[src/rtl/fetch_pc_unit.sv]
// Program counter and fetch-redirect unit for the IF stage: prioritised redirects,
// one-deep redirect buffer across stalls, target alignment and a redirect counter.
module fetch_pc_unit #(
  parameter int ADDR_WIDTH = 32,
  parameter logic [ADDR_WIDTH-1:0] RESET_VECTOR = '0,
  parameter int INST_BYTES = 4,
  parameter int NUM_REDIR = 4,
  parameter int CNT_WIDTH = 16,
  localparam int SRC_WIDTH = (NUM_REDIR > 1) ? $clog2(NUM_REDIR) : 1
) (
  input  logic                            clk,
  input  logic                            rst,
  input  logic                            en,
  input  logic [NUM_REDIR-1:0]            redir_valid,
  input  logic [NUM_REDIR*ADDR_WIDTH-1:0] redir_addr,
  output logic [ADDR_WIDTH-1:0]           inst_addr,
  output logic [ADDR_WIDTH-1:0]           inst_addr_next,
  output logic                            inst_ren,
  output logic                            flush_id,
  output logic                            pending,
  output logic [SRC_WIDTH-1:0]            pending_src,
  output logic                            misalign_err,
  output logic [CNT_WIDTH-1:0]            redir_count
);

  localparam logic [ADDR_WIDTH-1:0] STEP       = ADDR_WIDTH'(INST_BYTES);
  localparam logic [ADDR_WIDTH-1:0] ALIGN_MASK = ADDR_WIDTH'(INST_BYTES - 1);

  typedef enum logic {IDLE, HELD} state_t;

  state_t                 state, next_state;
  logic                   live_valid;
  logic [SRC_WIDTH-1:0]   live_idx;
  logic [ADDR_WIDTH-1:0]  live_addr;
  logic [ADDR_WIDTH-1:0]  held_addr;
  logic                   live_wins;
  logic                   commit;
  logic                   capture;
  logic [ADDR_WIDTH-1:0]  raw_target;

  // Lowest-numbered valid source wins; higher indices are ignored this cycle.
  always_comb begin
    // NOTE: every always_comb output gets a default first so no path infers a latch.
    live_valid = 1'b0;
    live_idx   = '0;
    live_addr  = '0;
    for (int i = 0; i < NUM_REDIR; i++) begin
      if (redir_valid[i] && !live_valid) begin
        live_valid = 1'b1;
        live_idx   = SRC_WIDTH'(i);
        live_addr  = redir_addr[i*ADDR_WIDTH +: ADDR_WIDTH];
      end
    end
  end

  // A live request beats the held one when it is of equal or higher priority.
  assign live_wins  = live_valid && ((state == IDLE) || (live_idx <= pending_src));
  assign commit     = en && (live_valid || (state == HELD));
  assign capture    = !en && live_wins;
  assign raw_target = live_wins ? live_addr : held_addr;

  assign inst_addr_next = inst_addr + STEP;

  // State register.
  always_ff @(posedge clk or posedge rst) begin
    if (rst) begin
      state <= IDLE;
    end else begin
      // NOTE: sequential state uses non-blocking assignments so every flop samples
      // pre-edge values regardless of block ordering.
      state <= next_state;
    end
  end

  // Next-state logic: any enabled cycle consumes or discards the held request.
  always_comb begin
    next_state = state;
    if (en) begin
      next_state = IDLE;
    end else if (live_wins) begin
      next_state = HELD;
    end
  end

  // Output logic.
  always_comb begin
    pending  = (state == HELD);
    flush_id = commit;
  end

  // PC, buffered target and status registers.
  always_ff @(posedge clk or posedge rst) begin
    if (rst) begin
      inst_addr    <= RESET_VECTOR;
      inst_ren     <= 1'b0;
      held_addr    <= '0;
      pending_src  <= '0;
      misalign_err <= 1'b0;
      redir_count  <= '0;
    end else begin
      inst_ren     <= 1'b1;
      misalign_err <= commit && ((raw_target & ALIGN_MASK) != '0);
      if (en) begin
        inst_addr <= commit ? (raw_target & ~ALIGN_MASK) : inst_addr_next;
      end
      if (capture) begin
        held_addr   <= live_addr;
        pending_src <= live_idx;
      end
      if (commit && (redir_count != '1)) begin
        redir_count <= redir_count + 1'b1;
      end
    end
  end

endmodule

[config.mk]
export PLATFORM = sky130hd
export DESIGN_NAME = fetch_pc_unit
export DESIGN_NICKNAME = d
export VERILOG_FILES = /design/src/rtl/fetch_pc_unit.sv
export SDC_FILE = /design/constraint.sdc
export NUM_CORES = 1
export LEC_CHECK = 0
export ABC_AREA = 1
export BUFFER_PORTS_ARGS = -buffer_cell sky130_fd_sc_hd__buf_2
export CELL_PAD_IN_SITES_DETAIL_PLACEMENT = 0
export CELL_PAD_IN_SITES_GLOBAL_PLACEMENT = 2
export CORE_UTILIZATION = 26
export CTS_BUF_LIST = sky130_fd_sc_hd__clkbuf_4 sky130_fd_sc_hd__clkbuf_8
export CTS_CLUSTER_DIAMETER = 120
export DETAILED_ROUTE_END_ITERATION = 10
export HOLD_SLACK_MARGIN = 0.06
export PLACE_DENSITY_LB_ADDON = 0.05
export SYNTH_ARGS = -nofsm -noshare
export SYNTH_HDL_FRONTEND = slang
export SYNTH_SLANG_ARGS = --single-unit
[constraint.sdc]
create_clock -name clk -period 2.6 [get_ports clk]
set_input_delay 0.26 -clock clk [delete_from_list [all_inputs] [get_ports clk]]
set_output_delay 0.26 -clock clk [all_outputs]
set_load 0.01 [all_outputs]
==> impl_metrics.yaml <==
critical_path:
  crit_path_end_kind: "output port"
  startpoint_type: "register"
  crit_type: "reg -> out"
  worst-endpoint-required_ns: 2.34
  crit_start: "inst_addr[2]"
  cp.arrival_ns: 2.20
  r2r_slack_ns: 0.60
  crit_path_max_fanout: 6
  timing.rr.start: "inst_addr[2]"
placement:
  port_buffers: 216
  preCtsSetupSlack_ns: 0.176
  hpwl_mm: 18.1
  place_congestion: 0.799
die:
  start_util_pct: 26.4
  num_rows: 56
  pin_count: 221
  dieWidth_um: 156
  coreArea_mm2: 0.0234
  die_h_um: 156
  die-area_mm2: 0.0244
yosys:
  ys_types: 41
  synth_ff_type: "dfrtp_1"
  yosysMostFrequentCell: "nand2_1"
  synth-compound-area-share_pct: 8.34
  synth_top_cells_by_count: "nand2_1, nor2_1, dfrtp_1"
  synth_edf_count: 0
  synth_mux_area_share_pct: 0.162
  synth_top_area_share_pct: 33.6
  synth_top_family_by_area: "simple AND/OR/NAND/NOR gates"
  ys_seq_elements: 83
  yosys.area.top_type: "dfrtp_1"
  syn_area_per_cell_um2: 6.44
  yosys_warnings: 0
  ys_top_cells_by_area: "dfrtp_1, nand2_1, nor2_1, inv_1, nand3_1"
  synth_cells: 960
  synthAdderAreaFrac_pct: 0.810
  seq_area_frac_synth_pct: 33.6
  netlist_area_mm2: 0.00618
  yosys.area_share.simple_pct: 43.8
  synthXorXnorAreaFrac_pct: 3.34
  synthArstFlopShare_pct: 100
routing:
  drt_iter0_drc: 251
  dr.max_layer_used: "met4"
  route.met2.wl_mm: 9.82
  viasPerCell: 4.37
  wl_per_cell_um: 15.6
  ant_nets: 0
  dr.pass1.iters: 4
  vias: 6493
  met3_length_mm: 1.30
  wirelength_met1_mm: 11.9
  drc: 0
  wirelength_mm: 23.2
final_layout:
  regArea_mm2: 0.00208
  final_core_util_pct: 33.1
  fillers: 2765
  drive_above_1_share_pct: 25.2
  multi_input_area_mm2: 0.00351
  final_nets: 1302
  n_antenna_cell: 0
  syn_to_final_growth_pct: 25.3
clocking:
  insertion_delay_ns: 0.38
  post_cts_resized: 0
  cts_max_path_buffers: 2
  cts_setup_buffers: 0
  cts-buffers-inserted: 9
  htreeDepth: 3
  cts_tree: "built"
  cts-root-buf: "clkbuf_8"
  clk_pin_slew_worst_paths_ns: 0.09
  clock-sinks: 83
timing:
  max-slew-margin-rel_pct: 50.2
  setup_tns_ns: 0
  tightest_slew_ns: 0.746
  fin_ws_ns: 0.145
  final_hold_viol_count: 0
  hold_slack_ns: 0.212
  min_period_ns: 2.46
  min_period_over_period_pct: 94.4
  fmax_mhz: 407
  setup_viol: 0
  grt_setup_unrepaired: "false"
  drv_slew: 0
  finClkSkew_ns: 0.0154
pwr:
  cellPowerDensity_mw_per_mm2: 578
  leakagePower_uw: 0.00405
  max-vdd-ir-drop_uv: 197
global_routing:
  grt_overflow_total: 0
  antenna_found_initial: 0
  grt_pass1_vias: 6310
  grt_start_max_net_pins: 40
  track_usage_pct: 19.4
  grt_pass1_wl_mm: 36.0
flow_run:
  maxCapViolCount: 0
worst_hold_path:
  hp-start: "redir_addr[112]"
  hold_class: "in -> reg"
status:
  outcome: "finished, final reports clean"
## cells by family (layout without fill, tap and decap cells)
group / count (synthesis) / count (layout)
AOI/OAI and AO/OA: 96 / 96
muxes: 1 / 1
buffers and inverters: 124 / 327
other: 2 / 5
DFF: 83 / 83
adders and majority gates: 4 / 4
xor gates and xnor gates: 21 / 21
and+or+nand+nor: 629 / 629
## power by group
part,internal (uW),leakage [uW],switching [uW]
combinational,619,0.00292,1010
sequential,1550,0.00103,294
clock,512,0.000104,492
## registers in the layout, summed over array words and instances, names as in the netlist
signal and count:
pending_src 2, held_addr 32, pending 1, misalign_err 1, inst_addr 30, redir_count 16, inst_ren 1
## area by class of cell
| cell class | instances | area share [%] |
|---|---|---|
| Clock inverter | 2 | 0.452 |
| Inverter | 80 | 4.01 |
| Timing Repair Buffer | 233 | 16.1 |
| Sequential cell | 83 | 26.8 |
| Tap cell | 319 | 5.15 |
| Multi-Input combinational cell | 756 | 45.3 |
| Clock buffer | 12 | 2.13 |
## critical path, cell delays in order (launching register included)
cell and delay [ns]:
dfrtp_1 0.48, ha_1 0.37, nand3_2 0.17, nor2_2 0.23
nand3_1 0.17, xnor2_1 0.24, buf_2 0.18
## placed cells by master, fill, tap and decap left out, types with 15 or more instances in the layout
cell        n
nor2_1    108
a21oi_1    36
o21ai_0    45
dfrtp_1    83
inv_1      71
nand3_1    49
buf_2     216
nand3b_1   18
xor2_1     15
nand2_1   403
nand4_1    15
## metrics by stage
| stage | cells | power [uW] | instance area (um2) |
|---|---|---|---|
| floorplan | 963 | 2820 | 6190 |
| global placement | 1470 | 3520 | 7540 |
| detailed placement | 1470 | 3520 | 7540 |
| CTS | 1485 | 4540 | 7750 |
| global route | 1485 | 4830 | 7750 |
| finish | 1485 | 4480 | 7750 |
## worst paths after layout
kind / to / depth (start not counted)
min: held_addr[16] / 5
max: inst_addr_next[16] / 6
max reg2reg: inst_addr[14] / 11
min in group asynchronous: redir_count[4] / 3
max in group asynchronous: held_addr[11] / 5
min reg2reg: held_addr[11] / 2
## routing by layer
layer / vias to the layer above / GRT usage, %
met5: - / 0
met3: 15 / 3.11
li1: 3402 / -
met4: 0 / 4.48
met1: 2897 / 28.7
met2: 179 / 29.2
## repair_timing
item                                    CTS  global route
endpoints found under the setup margin    0             0
hold buffers                              1             0
endpoints found under the hold margin    31             0
Note: power is estimated with default switching activity, not from simulation.
